**src/rtl/reorder_buffer_pkg.sv**
```systemverilog
// Shared widths and entry-type encodings for the reorder buffer and its bus.
package reorder_buffer_pkg;

    localparam int ROB_WIDTH_BIT_DEF = 3;
    localparam int REG_ID_BIT_DEF    = 5;
    localparam int DATA_W            = 32;

    typedef enum logic [1:0] {
        ROB_TYPE_REG    = 2'd0,
        ROB_TYPE_STORE  = 2'd1,
        ROB_TYPE_BRANCH = 2'd2,
        ROB_TYPE_OTHER  = 2'd3
    } rob_type_e;

endpackage

```
**src/rtl/reorder_buffer_if.sv**
```systemverilog
// Issue, CDB, operand query, commit and flush signals of the reorder buffer.
// master = core side (dispatch/CDB/consumers), slave = the reorder buffer itself.
interface reorder_buffer_if
    import reorder_buffer_pkg::*;
#(
    parameter int ROB_WIDTH_BIT = ROB_WIDTH_BIT_DEF,
    parameter int REG_ID_BIT    = REG_ID_BIT_DEF
);
    logic                     issue_valid;
    rob_type_e                issue_type;
    logic [REG_ID_BIT-1:0]    issue_rd;
    logic                     issue_ready;
    logic [ROB_WIDTH_BIT-1:0] issue_rob_id;

    logic                     cdb_valid;
    logic [ROB_WIDTH_BIT-1:0] cdb_rob_id;
    logic [DATA_W-1:0]        cdb_value;
    logic                     cdb_mispredict;
    logic [DATA_W-1:0]        cdb_target;

    logic [ROB_WIDTH_BIT-1:0] query_id_a;
    logic [ROB_WIDTH_BIT-1:0] query_id_b;
    logic                     query_ready_a;
    logic                     query_ready_b;
    logic [DATA_W-1:0]        query_value_a;
    logic [DATA_W-1:0]        query_value_b;

    logic                     commit_reg_valid;
    logic [REG_ID_BIT-1:0]    commit_reg_id;
    logic [DATA_W-1:0]        commit_value;
    logic [ROB_WIDTH_BIT-1:0] commit_rob_id;
    logic                     commit_store_valid;
    logic [ROB_WIDTH_BIT-1:0] commit_store_rob_id;
    logic                     flush_out;
    logic [DATA_W-1:0]        flush_pc;

    modport master (
        output issue_valid, issue_type, issue_rd,
        input  issue_ready, issue_rob_id,
        output cdb_valid, cdb_rob_id, cdb_value, cdb_mispredict, cdb_target,
        output query_id_a, query_id_b,
        input  query_ready_a, query_ready_b, query_value_a, query_value_b,
        input  commit_reg_valid, commit_reg_id, commit_value, commit_rob_id,
        input  commit_store_valid, commit_store_rob_id, flush_out, flush_pc
    );

    modport slave (
        input  issue_valid, issue_type, issue_rd,
        output issue_ready, issue_rob_id,
        input  cdb_valid, cdb_rob_id, cdb_value, cdb_mispredict, cdb_target,
        input  query_id_a, query_id_b,
        output query_ready_a, query_ready_b, query_value_a, query_value_b,
        output commit_reg_valid, commit_reg_id, commit_value, commit_rob_id,
        output commit_store_valid, commit_store_rob_id, flush_out, flush_pc
    );

endinterface

```
**src/rtl/reorder_buffer.sv**
```systemverilog
// In-order retirement ring: tag at issue, CDB capture, one retire/cycle; commit/flush outputs one cycle after retire.
// issue_ready/query are combinational; rdy_in low freezes all state and holds every pulse output low.
module reorder_buffer
    import reorder_buffer_pkg::*;
#(
    parameter int ROB_WIDTH_BIT = ROB_WIDTH_BIT_DEF,
    parameter int REG_ID_BIT    = REG_ID_BIT_DEF
) (
    input  logic            clk_in,
    input  logic            rst_in,
    input  logic            rdy_in,
    reorder_buffer_if.slave bus
);
    localparam int DEPTH = 1 << ROB_WIDTH_BIT;
    localparam logic [ROB_WIDTH_BIT:0] FULL_COUNT = (ROB_WIDTH_BIT + 1)'(DEPTH);

    logic [ROB_WIDTH_BIT-1:0] head;
    logic [ROB_WIDTH_BIT-1:0] tail;
    logic [ROB_WIDTH_BIT:0]   count;
    logic [DEPTH-1:0]         alloc;
    logic [DEPTH-1:0]         ready;
    logic [DEPTH-1:0]         mis_q;
    rob_type_e                type_q   [DEPTH];
    logic [REG_ID_BIT-1:0]    rd_q     [DEPTH];
    logic [DATA_W-1:0]        value_q  [DEPTH];
    logic [DATA_W-1:0]        target_q [DEPTH];

    logic full;
    logic empty;
    logic do_commit;
    logic do_flush;
    logic issue_fire;
    logic cdb_fire;
    logic bypass_a;
    logic bypass_b;

    assign full  = (count == FULL_COUNT);
    assign empty = (count == '0);

    // Retirement looks only at the registered ready bit, so a CDB write to
    // the head entry retires on the following cycle at the earliest.
    assign do_commit  = rdy_in && !empty && ready[head];
    assign do_flush   = do_commit && (type_q[head] == ROB_TYPE_BRANCH) && mis_q[head];
    assign issue_fire = rdy_in && bus.issue_valid && !full && !do_flush;
    assign cdb_fire   = rdy_in && bus.cdb_valid && alloc[bus.cdb_rob_id] && !do_flush;

    assign bus.issue_ready  = !full;
    assign bus.issue_rob_id = tail;

    assign bypass_a          = bus.cdb_valid && (bus.cdb_rob_id == bus.query_id_a);
    assign bus.query_ready_a = alloc[bus.query_id_a] && (ready[bus.query_id_a] || bypass_a);
    assign bus.query_value_a = bypass_a ? bus.cdb_value : value_q[bus.query_id_a];

    assign bypass_b          = bus.cdb_valid && (bus.cdb_rob_id == bus.query_id_b);
    assign bus.query_ready_b = alloc[bus.query_id_b] && (ready[bus.query_id_b] || bypass_b);
    assign bus.query_value_b = bypass_b ? bus.cdb_value : value_q[bus.query_id_b];

    // Payload storage needs no reset: alloc/ready qualify every read.
    always_ff @(posedge clk_in) begin
        if (issue_fire) begin
            type_q[tail] <= bus.issue_type;
            rd_q[tail]   <= bus.issue_rd;
            mis_q[tail]  <= 1'b0;
        end
        if (cdb_fire) begin
            value_q[bus.cdb_rob_id]  <= bus.cdb_value;
            mis_q[bus.cdb_rob_id]    <= bus.cdb_mispredict;
            target_q[bus.cdb_rob_id] <= bus.cdb_target;
        end
    end

    always_ff @(posedge clk_in) begin
        if (rst_in) begin
            head                    <= '0;
            tail                    <= '0;
            count                   <= '0;
            alloc                   <= '0;
            ready                   <= '0;
            bus.commit_reg_valid    <= 1'b0;
            bus.commit_reg_id       <= '0;
            bus.commit_value        <= '0;
            bus.commit_rob_id       <= '0;
            bus.commit_store_valid  <= 1'b0;
            bus.commit_store_rob_id <= '0;
            bus.flush_out           <= 1'b0;
            bus.flush_pc            <= '0;
        end else if (!rdy_in) begin
            bus.commit_reg_valid   <= 1'b0;
            bus.commit_store_valid <= 1'b0;
            bus.flush_out          <= 1'b0;
        end else begin
            bus.commit_reg_valid   <= 1'b0;
            bus.commit_store_valid <= 1'b0;
            bus.flush_out          <= 1'b0;

            if (do_flush) begin
                head          <= '0;
                tail          <= '0;
                count         <= '0;
                alloc         <= '0;
                ready         <= '0;
                bus.flush_out <= 1'b1;
                bus.flush_pc  <= target_q[head];
            end else begin
                if (issue_fire) begin
                    alloc[tail] <= 1'b1;
                    ready[tail] <= 1'b0;
                    tail        <= tail + ROB_WIDTH_BIT'(1);
                end
                if (cdb_fire) begin
                    ready[bus.cdb_rob_id] <= 1'b1;
                end
                if (do_commit) begin
                    alloc[head] <= 1'b0;
                    ready[head] <= 1'b0;
                    head        <= head + ROB_WIDTH_BIT'(1);
                    unique case (type_q[head])
                        ROB_TYPE_REG: begin
                            // x0 retires normally but never writes the register file.
                            bus.commit_reg_valid <= (rd_q[head] != '0);
                            bus.commit_reg_id    <= rd_q[head];
                            bus.commit_value     <= value_q[head];
                            bus.commit_rob_id    <= head;
                        end
                        ROB_TYPE_STORE: begin
                            bus.commit_store_valid  <= 1'b1;
                            bus.commit_store_rob_id <= head;
                        end
                        default: ;
                    endcase
                end
                unique case ({issue_fire, do_commit})
                    2'b10:   count <= count + (ROB_WIDTH_BIT + 1)'(1);
                    2'b01:   count <= count - (ROB_WIDTH_BIT + 1)'(1);
                    default: ;
                endcase
            end
        end
    end

endmodule
```
**src/flat_wrapper.sv**
```systemverilog
// flat-port wrapper written by rule: the top's interface ports become plain ports
module reorder_buffer_flat import reorder_buffer_pkg::*;
#(
    parameter int ROB_WIDTH_BIT = ROB_WIDTH_BIT_DEF,
    parameter int REG_ID_BIT    = REG_ID_BIT_DEF
)
  (clk_in, rst_in, rdy_in, bus_issue_valid, bus_issue_type, bus_issue_rd, bus_issue_ready, bus_issue_rob_id, bus_cdb_valid, bus_cdb_rob_id, bus_cdb_value, bus_cdb_mispredict, bus_cdb_target, bus_query_id_a, bus_query_id_b, bus_query_ready_a, bus_query_ready_b, bus_query_value_a, bus_query_value_b, bus_commit_reg_valid, bus_commit_reg_id, bus_commit_value, bus_commit_rob_id, bus_commit_store_valid, bus_commit_store_rob_id, bus_flush_out, bus_flush_pc);
  reorder_buffer_if #(.ROB_WIDTH_BIT(ROB_WIDTH_BIT), .REG_ID_BIT(REG_ID_BIT)) bus_i ();
  input  logic clk_in;
  input  logic rst_in;
  input  logic rdy_in;
  input wire logic [$bits(bus_i.issue_valid)-1:0] bus_issue_valid;
  input wire logic [$bits(bus_i.issue_type)-1:0] bus_issue_type;
  input wire logic [$bits(bus_i.issue_rd)-1:0] bus_issue_rd;
  output wire logic [$bits(bus_i.issue_ready)-1:0] bus_issue_ready;
  output wire logic [$bits(bus_i.issue_rob_id)-1:0] bus_issue_rob_id;
  input wire logic [$bits(bus_i.cdb_valid)-1:0] bus_cdb_valid;
  input wire logic [$bits(bus_i.cdb_rob_id)-1:0] bus_cdb_rob_id;
  input wire logic [$bits(bus_i.cdb_value)-1:0] bus_cdb_value;
  input wire logic [$bits(bus_i.cdb_mispredict)-1:0] bus_cdb_mispredict;
  input wire logic [$bits(bus_i.cdb_target)-1:0] bus_cdb_target;
  input wire logic [$bits(bus_i.query_id_a)-1:0] bus_query_id_a;
  input wire logic [$bits(bus_i.query_id_b)-1:0] bus_query_id_b;
  output wire logic [$bits(bus_i.query_ready_a)-1:0] bus_query_ready_a;
  output wire logic [$bits(bus_i.query_ready_b)-1:0] bus_query_ready_b;
  output wire logic [$bits(bus_i.query_value_a)-1:0] bus_query_value_a;
  output wire logic [$bits(bus_i.query_value_b)-1:0] bus_query_value_b;
  output wire logic [$bits(bus_i.commit_reg_valid)-1:0] bus_commit_reg_valid;
  output wire logic [$bits(bus_i.commit_reg_id)-1:0] bus_commit_reg_id;
  output wire logic [$bits(bus_i.commit_value)-1:0] bus_commit_value;
  output wire logic [$bits(bus_i.commit_rob_id)-1:0] bus_commit_rob_id;
  output wire logic [$bits(bus_i.commit_store_valid)-1:0] bus_commit_store_valid;
  output wire logic [$bits(bus_i.commit_store_rob_id)-1:0] bus_commit_store_rob_id;
  output wire logic [$bits(bus_i.flush_out)-1:0] bus_flush_out;
  output wire logic [$bits(bus_i.flush_pc)-1:0] bus_flush_pc;
  assign bus_i.issue_valid = bus_issue_valid;
  assign bus_i.issue_type = bus_issue_type;
  assign bus_i.issue_rd = bus_issue_rd;
  assign bus_issue_ready = bus_i.issue_ready;
  assign bus_issue_rob_id = bus_i.issue_rob_id;
  assign bus_i.cdb_valid = bus_cdb_valid;
  assign bus_i.cdb_rob_id = bus_cdb_rob_id;
  assign bus_i.cdb_value = bus_cdb_value;
  assign bus_i.cdb_mispredict = bus_cdb_mispredict;
  assign bus_i.cdb_target = bus_cdb_target;
  assign bus_i.query_id_a = bus_query_id_a;
  assign bus_i.query_id_b = bus_query_id_b;
  assign bus_query_ready_a = bus_i.query_ready_a;
  assign bus_query_ready_b = bus_i.query_ready_b;
  assign bus_query_value_a = bus_i.query_value_a;
  assign bus_query_value_b = bus_i.query_value_b;
  assign bus_commit_reg_valid = bus_i.commit_reg_valid;
  assign bus_commit_reg_id = bus_i.commit_reg_id;
  assign bus_commit_value = bus_i.commit_value;
  assign bus_commit_rob_id = bus_i.commit_rob_id;
  assign bus_commit_store_valid = bus_i.commit_store_valid;
  assign bus_commit_store_rob_id = bus_i.commit_store_rob_id;
  assign bus_flush_out = bus_i.flush_out;
  assign bus_flush_pc = bus_i.flush_pc;
  reorder_buffer #(.ROB_WIDTH_BIT(ROB_WIDTH_BIT), .REG_ID_BIT(REG_ID_BIT)) u_core (.clk_in(clk_in), .rst_in(rst_in), .rdy_in(rdy_in), .bus(bus_i));
endmodule
```
**config.mk**
```make
export PLATFORM = sky130hd
export DESIGN_NAME = reorder_buffer_flat
export DESIGN_NICKNAME = d
export VERILOG_FILES = /design/src/rtl/reorder_buffer_pkg.sv /design/src/rtl/reorder_buffer_if.sv /design/src/rtl/reorder_buffer.sv /design/src/flat_wrapper.sv
export SDC_FILE = /design/constraint.sdc
export NUM_CORES = 1
export LEC_CHECK = 0
export ABC_AREA = 0
export CELL_PAD_IN_SITES_DETAIL_PLACEMENT = 1
export CELL_PAD_IN_SITES_GLOBAL_PLACEMENT = 2
export CORE_UTILIZATION = 30
export DETAILED_ROUTE_END_ITERATION = 8
export HOLD_SLACK_MARGIN = 0.03
export PLACE_DENSITY_LB_ADDON = 0.15
export SETUP_SLACK_MARGIN = 0.5
export SLEW_MARGIN = 10
export SYNTH_ARGS = -nofsm -noshare
export SYNTH_HDL_FRONTEND = slang
export SYNTH_SLANG_ARGS = --single-unit
```
**constraint.sdc**
```tcl
create_clock -name clk_in -period 12.4 [get_ports clk_in]
set_input_delay 2.48 -clock clk_in [delete_from_list [all_inputs] [get_ports clk_in]]
set_output_delay 2.48 -clock clk_in [all_outputs]
set_load 0.01 [all_outputs]
```
==> results list, run 1 <==
* Non-Filler Instances: 3565
* Cell row count: 116
- Routed wire length: 110 mm
- The die covers 103000 um2.
* Crit Path Max Fanout: 69
* Die boundary height: 321 um
- Remaining DRCs: 0
- Relative to the synthesized area, the layout overhead comes to 20.6%.
* Cell type with the largest total area after synthesis: sky130_fd_sc_hd__edfxtp_1
* Post-Place Setup Slack: 4.13 ns
* Proportion of layout cells with a drive suffix above 1: 0.199
* Setup clock skew after layout: 0.0247 ns
- Counting both buffers and inverters, the worst setup path holds a total of 4.
- By area the synthesized netlist is led by sky130_fd_sc_hd__edfxtp_1 (56%), sky130_fd_sc_hd__mux4_2 (12%), sky130_fd_sc_hd__dfxtp_1 (7.5%), sky130_fd_sc_hd__mux2i_1 (3.6%), sky130_fd_sc_hd__mux2_2 (2.3%).
* Top delay family on crit path: buffers and inverters
* Signal arrival time at the worst endpoint: 5.71 ns
- Setup repair after global routing left no endpoint under its margin.
- By instance count, the cell type seen most on the critical path is sky130_fd_sc_hd__buf_4.
* Global-route wire length before repair: 157 mm
- Of the synthesized area, sequential elements account for 0.635.
- Std-Cell Core Area: 100000 um2
- Synthesis inferred 683 register bits.
* Post-CTS setup buffer count: 0
* CTS-repair resized insts: 0
- Once layout is complete, the utilization of the core stands at 0.366.
- For this run the aggregate overflow at the end of global routing stands at 0.
* Vias after detailed routing: 19800
* Worst-path cell chain: buf_2 > buf_4 > xnor2_1 > and4_2 > buf_4 > o21ai_0 > mux4_2 > o22ai_1 > clkdlybuf4s50_1
- Synthesis produced a netlist with a net count of 2045.
* Primary flip-flop cell chosen by synthesis mapping: sky130_fd_sc_hd__edfxtp_1
* Largest net degree at the start of global routing: 70
- Ratio of final minimum period to clock period: 0.660
* Delay of the slowest critical-path stage: 0.70 ns
- STA classifies the critical path startpoint as an input port.
* Aggregate negative setup slack: 0 ns
* Yosys cell types: 66
- After synthesis the cells add up to 30500 um2.
* Clock sink count: 683
- Of the post-synthesis cell area, the dominant cell type holds 0.559.
- Leakage power: 11.5 nW
- The count of nets left with antenna violations once routing finished came out at 0.
- The worst-case IR drop observed on VDD is 0.0980 mV.
- Clock tree from TritonCTS: built
* # IOs: 234
- Cell area power density: 137 nW/um2
- Result of the run: finished clean
- In the final layout, flip-flops and latches occupy 19400 um2.
- In this run the tightest slew margin relative to its limit is 0.204.
* Post-layout worst setup margin: 4.21 ns
* Total Nets Final: 2236
- Setup violations remaining at the end of the flow were counted as 0.
- Critical Path Sink Type: output port
- Counting instances in the post-synthesis netlist gives the leading cell types as sky130_fd_sc_hd__edfxtp_1 (568), sky130_fd_sc_hd__mux4_2 (162), sky130_fd_sc_hd__dfxtp_1 (115).
* Routed wire length per instance: 30.8 um
- Combined area of the multi-input logic cells: 10500 um2
* Cell with the most instances after synthesis: sky130_fd_sc_hd__edfxtp_1
* Clock tree root driver cell: sky130_fd_sc_hd__clkbuf_16
* Ys Warns: 0
* Width of the die: 321 um
* Required time of the critical path: 9.92 ns
- Number of detailed-routing iterations run before antenna repair: 7
- Type of the tightest min-delay check: flip-flop to flip-flop
* Slowest library cell on the worst path: sky130_fd_sc_hd__buf_4
- The initial utilization of the core area, before any placement, comes to 0.304.
* Share of async-settable or async-resettable flops after synthesis: 0
- Yosys mapped a number of flops with a built-in enable equal to 568.
* Critical path class: input port to output port
* CTS max path bufs: 3
- Worst-skew pair later-pin latency: 0.64 ns
- After clock tree synthesis, the flow added hold-fix buffers numbering 0.
- Clock-pin slew was measured on the worst setup and hold paths at 0.05 ns.
- Number of buffers created by CTS: 80
- The number of antenna violations at the first check in global routing came to 12.
* Min Tclk post-route: 8.19 ns
- The cell count after synthesis came out at 1953.
- Counting the fill cells in the layout gives 10200.
- Static timing analysis puts the maximum clock frequency at 0.122 GHz.
- In this run the tool buffered the top-level ports with 233 buffer cells.
- Cells after DPL: 3419
* Starting DRC count in detailed routing: 1564
- For this run, the total global-route usage over all layers was measured as 0.211.
* Pin slew with the least headroom to its limit: 1.19 ns
- Final hold violation count: 0
* Max capacitance violation total: 0
- A synthesized cell averages 15.6 um2.
* Final Slew Violations: 0
- Dividing the detail-routed via count by the number of cells gives 5.56.
- HPWL after detailed placement: 65.6 mm
* H-tree depth: 3
- Via count of the first global-routing pass: 21200
* Placer congestion estimate: 0.789
where the power goes:
part / leakage (nW) / switching [W] / internal, W
Clock: 1.21 / 0.000970 / 0.00130
Combinational: 4.28 / 0.000151 / 0.000122
Sequential: 6.04 / 0.00000307 / 0.00249
logic make-up after synthesis:
kind of cell,Yosys count,synth area share
mux,337,0.182
xor+xnor,12,0.00345
flops,683,0.635
simple gates,257,0.0425
fa+ha+maj,6,0.00246
compound gates,479,0.110
buf+inv,179,0.0250
final cells by class:
cell class	count	share of cell area
flip-flops and latches	683	0.527
multi-input cells	1091	0.286
repair buffers	278	0.0720
clock buffers	103	0.0579
well taps	1357	0.0462
clock inverters	42	0.0100
inverters	10	0.00102
diodes	1	0.0000680
stage by stage:
step	hold WS, ns	power [W]	cell area, um2
floorplan	0.441	0.00266	30500
global route	0.498	0.00519	36800
detailed placement	0.459	0.00282	34300
global placement	0.451	0.00281	34300
CTS	0.472	0.00509	36800
finish	0.475	0.00503	36800
registers in the layout (all words and copies together), names as in the netlist, 16 cells and up, named ones only:
signal,cells
u_core.target_q,256
u_core.rd_q,40
u_core.bus.flush_pc,32
u_core.value_q,256
u_core.bus.commit_value,32
u_core.type_q,16
cells in the final DEF (no fill, tap or decap), types with 62 or more instances in the layout:
cell type                         instances
sky130_fd_sc_hd__a21oi_1                 93
sky130_fd_sc_hd__mux2i_1                108
sky130_fd_sc_hd__clkdlybuf4s50_1        226
sky130_fd_sc_hd__edfxtp_1               568
sky130_fd_sc_hd__clkbuf_16               80
sky130_fd_sc_hd__nand2_1                102
sky130_fd_sc_hd__dfxtp_1                112
sky130_fd_sc_hd__mux4_2                 162
sky130_fd_sc_hd__o21ai_0                 97
sky130_fd_sc_hd__mux2_2                  62
sky130_fd_sc_hd__a22oi_1                 68
layer usage:
metal / global-route usage / up-vias / share of wire
met3: 0.0321 / 153 / 0.051
met5: 0 / - / 0.00093
met4: 0.0567 / 16 / 0.021
met1: 0.284 / 10600 / 0.44
li1: - / 8443 / -
met2: 0.355 / 608 / 0.49
path summary, 6_finish.rpt:
kind,endpoint,cells past startpoint,slack (ns),from
worst max register to register,u_core.count[3],14,6.18,u_core.head[2]
worst max-delay path,bus_query_ready_a,9,4.21,bus_query_id_a[2]
worst min register to register,u_core.mis_q[1],1,0.47,u_core.mis_q[1]
worst min-delay path,u_core.mis_q[1],1,0.47,u_core.mis_q[1]
(Power assumes the default switching activity.)
==> run 2, diff against run 1 <==
==> constraint.sdc (replaced) <==
create_clock -name clk_in -period 7.04 [get_ports clk_in]
set_input_delay 1.408 -clock clk_in [delete_from_list [all_inputs] [get_ports clk_in]]
set_output_delay 1.408 -clock clk_in [all_outputs]
set_load 0.01 [all_outputs]
==> run 2 against run 1 <==
Compared with the run above: design area increased by 0.58%; critical path depth decreased by 3; non-clock buffer count increased by 10; total power increased by 80%; register-to-register slack got worse by 4.1 ns; combinational power increased by 81%; clock skew decreased by 0.0074 ns; count of clock-buffer cells in the layout decreased by 1; sequential share of layout area decreased by 0.30 points; die area unchanged; critical path type unchanged; critical endpoint is now bus_query_value_a[5]; highest routed layer unchanged.
==> results list, run 2 (synthesized netlist as in run 1, its figures left out) <==
- Number of cells on the worst reg-to-reg path: 7
- Setup repair after global routing left no endpoint under its margin.
* Min Hold Slack: 0.472 ns
- The die covers 103000 um2.
- Max capacitance violation total: 0
- In the global route stage, overall resource usage came out at 0.212.
- Routed wire length per instance: 30.9 um
- H-tree depth: 3
- For this run, global-route usage on met3 was measured as 0.0344.
* Number of antenna violations at the first check in global routing: 7
- Internal power consumption: 0.00705 W
* Count of endpoints failing setup in the final report: 0
- Worst-skew pair later-pin latency: 0.64 ns
* Antenna Nets Post-Route: 0
* Routed wire length: 110 mm
- Busiest layer in global routing: met2
- Of the total power, the clock network draws 0.461.
* Post-CTS setup buffer count: 0
- Overall power of the completed layout: 0.00905 W
- Remaining max-slew budget at the tightest pin: 0.249
- Min Tclk post-route: 5.72 ns
* Filler Cells Inserted: 10200
- Initial cell density of the core: 0.304
* Total Nets Final: 2244
- Dividing total power by cell area gives a power density of 245 nW/um2.
* Combined area of the multi-input logic cells: 10500 um2
* Via count of the first global-routing pass: 20800
- The worst setup path is launched from an input port.
- For this run, global-route usage on met2 was measured as 0.348.
* Largest net degree at the start of global routing: 67
* Crit Path Max Fanout: 37
- Largest registers: u_core.target_q (256), u_core.value_q (256), u_core.rd_q (40)
- Commonest cells after routing, fill and taps aside: sky130_fd_sc_hd__edfxtp_1 (568), sky130_fd_sc_hd__clkdlybuf4s50_1 (226), sky130_fd_sc_hd__mux4_2 (162)
* CTS-repair resized insts: 0
- Setup clock skew after layout: 0.0173 ns
- For this design, the CTS-stage hold fixing added 0 buffers.
- Measured along the y axis, the die boundary spans 321 um.
- Clock tree from TritonCTS: built
- The share of total power dissipated in combinational logic is 0.055.
- Std-Cell Core Area: 100000 um2
* HPWL after detailed placement: 68.3 mm
- The die is 321 um wide.
- The worst-case IR drop observed on VDD is 0.155 mV.
* Most common cell after layout, fill and taps aside: sky130_fd_sc_hd__edfxtp_1
- The share of total power dissipated in sequential elements is 0.484.
- Placer congestion estimate: 0.806
- For this run, design rule violations remaining after detail routing come to 0.
* Critical path class: input port to output port
- Summed over all failing endpoints, the final setup total negative slack is 0 ns.
* P_sw: 0.00200 W
* Leakage power: 11.6 nW
* Number of antenna repair diodes: 0
* Signal arrival time at the worst endpoint: 4.31 ns
- Global routing finished with a remaining overflow of 0.
- Clock tree root driver cell: sky130_fd_sc_hd__clkbuf_16
* Global-route track usage on met1: 0.293
* Count of buffers inserted at the top-level ports: 233
- CTS saw 683 sinks.
- Cell row count: 116
- Dividing the detail-routed via count by the number of cells gives 5.59.
- Counting instances, the worst hold path has a depth of 1.
- Once layout is complete, the utilization of the core stands at 0.368.
- At the pin with the least slew margin, the transition time is 1.12 ns.
- Type of the tightest min-delay check: flip-flop to flip-flop
- Derived from the worst setup path, the maximum achievable clock frequency is 0.175 GHz.
* Combined flip-flop and latch cell area: 19400 um2
* Proportion of layout cells with a drive suffix above 1: 0.201
- The max-slew violation total from the final report was 0.
* Proportion of total power due to net switching: 0.221
- Cells after DPL: 3428
- The final route contains 20000 vias.
- Ratio of final minimum period to clock period: 0.812
* CTS max path bufs: 3
* # IOs: 234
* Global-route wire length before repair: 157 mm
* Result of the run: finished clean
- Critical Path Sink Type: output port
- From synthesis to final layout, the design area changed by 21.3%.
- STA puts the critical path data required time at 5.63 ns.
* Final hold violation count: 0
- Number of detailed-routing iterations run before antenna repair: 5
* Starting DRC count in detailed routing: 1732
- The count of cells in the finished layout, fillers not included, comes to 3574.
- Clock-pin slew was measured on the worst setup and hold paths at 0.06 ns.
- The number of clock buffers added by TritonCTS is 78.
## run 2: area by class of cell
class                   instances  share of cell area
clock buffers                 102              0.0569
clock inverters                43              0.0135
inverters                      10             0.00101
multi-input cells            1091               0.285
flip-flops and latches        683               0.524
well taps                    1357              0.0459
repair buffers                288              0.0746
## run 2: layer usage
metal | share of wire | routed length, um | vias up
met5 | 0.00070 | 77 | -
met4 | 0.018 | 2020 | 12
met2 | 0.48 | 52800 | 674
met3 | 0.057 | 6240 | 151
met1 | 0.45 | 49300 | 10700
li1 | - | - | 8473
## run 2: path summary, 6_finish.rpt
path         slack [ns]                    end               from
max                1.32   bus_query_value_a[5]  bus_query_id_a[1]
min reg2reg        0.47        u_core.mis_q[3]    u_core.mis_q[3]
max reg2reg        2.07  u_core.value_q[2][19]          flip-flop
min                0.47        u_core.mis_q[3]    u_core.mis_q[3]
## run 2: power groups by stage
stage                     clock network, W  registers (W)  logic [W]
after detailed placement                 0        0.00447   0.000501
after floorplan                          0        0.00447   0.000222
after CTS                          0.00427        0.00438   0.000502
after global placement                   0        0.00447   0.000493
final                              0.00417        0.00438   0.000495
after global routing               0.00441        0.00438   0.000526
## run 2: critical path: stages
cell and delay [ns]:
sky130_fd_sc_hd__buf_4 0.52, sky130_fd_sc_hd__buf_4 0.50, sky130_fd_sc_hd__mux4_2 0.28, sky130_fd_sc_hd__mux2i_1 0.16, sky130_fd_sc_hd__o21ai_1 0.69, sky130_fd_sc_hd__clkdlybuf4s50_1 0.68
## run 2: stage by stage
stage | cell area (um2) | setup WS [ns]
6_report | 37000 | 1.32
5_1_grt | 37000 | 1.11
4_1_cts | 37000 | 0.966
3_5_place_dp | 34400 | 0.981
3_3_place_gp | 34400 | 0.907
2_1_floorplan | 30500 | 1.46
==> run 3, diff against run 2 <==
==> constraint.sdc (replaced) <==
create_clock -name clk_in -period 4.9 [get_ports clk_in]
set_input_delay 0.98 -clock clk_in [delete_from_list [all_inputs] [get_ports clk_in]]
set_output_delay 0.98 -clock clk_in [all_outputs]
set_load 0.01 [all_outputs]
==> run 3 against run 2 <==
Compared with the run above: clock skew is 0.012 ns higher; critical path depth is 1 higher; combinational power rose by 45%; non-clock buffer count is 29 higher; register-to-register slack worse by 1.0 ns; worst setup slack worse by 0.74 ns; count of clock-buffer cells in the layout increased by 8; global-route usage shrank 0.13 points.
==> results list, run 3 (synthesized netlist as in run 1, its figures left out) <==
- Commonest cells after routing, fill and taps aside: sky130_fd_sc_hd__edfxtp_1 (568), sky130_fd_sc_hd__clkdlybuf4s50_1 (226), sky130_fd_sc_hd__mux4_2 (162)
- The worst register-to-register path ends at u_core.count[3].
* Worst-path cell chain: clkdlybuf4s50_1 > xnor2_1 > and4_4 > o21ai_0 > mux4_2 > o22ai_1 > clkdlybuf4s50_1
* Global-route wire length before repair: 156 mm
* Most common cell after layout, fill and taps aside: sky130_fd_sc_hd__edfxtp_1
* Final hold violation count: 0
* Largest net degree at the start of global routing: 67
- The clock net in this run drives a total of 683 sinks.
- The tightest min-delay check is of the flip-flop to flip-flop type.
- Drt via density: 5.55
* RSZ-0062 raised after global routing: yes
- Routed wire length per instance: 30.7 um
* Number of antenna repair diodes: 0
* Hold Path End: u_core.mis_q[3]
* Cell row count: 116
- Once detailed placement completed, the half-perimeter wirelength came to 67.3 mm.
* Critical path class: input port to output port
* Number of antenna violations at the first check in global routing: 8
- For this run, design rule violations remaining after detail routing come to 0.
- Placer congestion estimate: 0.778
- Worst R2R Setup Slack: 1.07 ns
* Post-route design area: 37300 um2
* Starting DRC count in detailed routing: 1502
- For this design the static power due to leakage is 11.8 nW.
* Initial cell density of the core: 0.304
- In the final layout, the share of cells above drive strength 1 is 0.209.
- The worst setup path is captured at an output port.
- For this design the ratio of total power to cell area is 343 nW/um2.
- Buffers placed on the I/O ports in this run total 233.
* Delay of the slowest critical-path stage: 0.58 ns
- The net count of the finished layout is 2274.
- # IOs: 234
- The tool flagged a number of max-cap violations equal to 0.
* Grt ovf: 0
* Highest clock frequency the design can meet: 0.231 GHz
* Final Slew Violations: 0
* Die outline area: 103000 um2
* Count of endpoints failing setup in the final report: 0
- The worst register-to-register path has a depth of 13.
- Filler Cells Inserted: 10200
- The die is 321 um wide.
- Clock tree from TritonCTS: built
- Crit Path Max Fanout: 6
- The worst setup path is launched from an input port.
- After layout, the minimum clock period comes to 4.32 ns.
- Counting stages on the worst path, the most repeated cell is sky130_fd_sc_hd__clkdlybuf4s50_1.
- Setup total negative slack on the finished layout was measured at 0 ns.
- Number of detailed-routing iterations run before antenna repair: 7
- For the worst-skew pair, the clock arrives at the later sink with an insertion delay of 0.65 ns.
* Signal arrival time at the worst endpoint: 3.34 ns
* Vias after detailed routing: 20000
- The placed instances occupy a cell area of 34800 um2.
- The area growth from synthesis to layout is 22.3%.
* Setup clock skew after layout: 0.0289 ns
* Remaining max-slew budget at the tightest pin: 0.151
- The via count of the first global-routing pass is 21100.
* IR Drop Worst-Case VDD: 0.233 mV
- Largest registers: u_core.target_q (256), u_core.value_q (256), u_core.rd_q (40)
- The startpoint identified for the worst hold timing path is u_core.mis_q[3].
* Clock tree root driver cell: sky130_fd_sc_hd__clkbuf_16
- Std-Cell Core Area: 100000 um2
- In this run the number of H-tree levels came out at 3.
* Combined flip-flop and latch cell area: 19400 um2
* Clock transition at the registers of the reported paths: 0.06 ns
* Number of buffers created by CTS: 79
* Routed wire length: 111 mm
- In the final layout, the multi-input gates occupy 10500 um2.
- Die boundary height: 321 um
- In this run the remaining antenna-violating nets after routing total 0.
- Across every metal layer, demand over resource in global routing totals 0.211.
* Required time of the critical path: 3.92 ns
* Pin slew with the least headroom to its limit: 1.27 ns
- Number of stages on the worst hold path: 1
- Dividing the final minimum period by the clock period gives 0.882.
- The largest individual stage delay along the critical path comes from the cell sky130_fd_sc_hd__clkdlybuf4s50_1.
* CTS max path bufs: 3
- The flow ran to the end, and the final reports show no timing, DRC or antenna violations.
## run 3: changes by cell type in the layout (fill, tap and decap cells not counted), moves of 4 or more
| cell | delta |
|---|---|
| sky130_fd_sc_hd__clkinv_1 | +4 |
| sky130_fd_sc_hd__buf_12 | +13 |
| sky130_fd_sc_hd__buf_4 | +15 |
| sky130_fd_sc_hd__clkinvlp_4 | -4 |
| sky130_fd_sc_hd__clkbuf_1 | +5 |
| sky130_fd_sc_hd__bufinv_16 | -5 |
## run 3: report_power, final
| group | internal [W] | total (W) | switching (W) |
|---|---|---|---|
| Clock | 0.00332 | 0.00576 | 0.00243 |
| Combinational | 0.000327 | 0.000720 | 0.000393 |
| Sequential | 0.00629 | 0.00630 | 0.00000818 |
| Total | 0.00994 | 0.0128 | 0.00283 |
## run 3: worst max path at each step
stage / end / cells past startpoint / from
after floorplan: u_core.target_q[1][0] / 8 / u_core.head[0]
after global placement: bus_query_ready_a / 7 / bus_cdb_rob_id[0]
after detailed placement: bus_query_ready_a / 7 / bus_cdb_rob_id[1]
after CTS: bus_query_ready_a / 7 / bus_cdb_rob_id[1]
after global routing: bus_query_ready_a / 7 / bus_cdb_rob_id[1]
final: bus_query_ready_a / 7 / bus_cdb_rob_id[1]
## run 3: cell type report
class | instances | share of cell area
timing repair buffer | 317 | 0.0847
clock buffer | 110 | 0.0583
multi-input combinational | 1091 | 0.282
inverter | 10 | 0.00101
clock inverter | 37 | 0.00869
tap | 1357 | 0.0455
sequential | 683 | 0.519
## run 3: worst max-delay path, delay by kind of cell
kind | cells | cell delay, ns
buf+inv | 2 | 1.14
xor+xnor | 1 | 0.15
simple gates | 1 | 0.31
compound gates | 2 | 0.31
mux | 1 | 0.46
## run 3: layer usage
| metal | vias to the layer above | track usage | wire length [um] |
|---|---|---|---|
| met5 | - | 0 | 93 |
| met4 | 14 | 0.0542 | 2390 |
| met3 | 153 | 0.0379 | 6040 |
| met2 | 601 | 0.357 | 54200 |
| met1 | 10700 | 0.279 | 48000 |
| li1 | 8554 | - | - |
## run 3: metrics by stage
stage | utilization | power (W) | instances | setup WS [ns] | hold WS [ns]
floorplan | - | 0.00674 | 1953 | -0.0267 | 0.441
global placement | 0.346 | 0.00713 | 3456 | 0.590 | 0.453
detailed placement | 0.346 | 0.00715 | 3456 | 0.525 | 0.459
CTS | 0.371 | 0.0129 | 3603 | 0.513 | 0.472
global route | 0.371 | 0.0132 | 3605 | 0.464 | 0.495
finish | 0.371 | 0.0128 | 3605 | 0.579 | 0.469
## run 3: repair_timing
item / in CTS / in global routing
hold buffers: 0 / 0
endpoints found under the setup margin: 0 / 3
gates resized for setup: 0 / 2
buffers inserted: 0 / 1
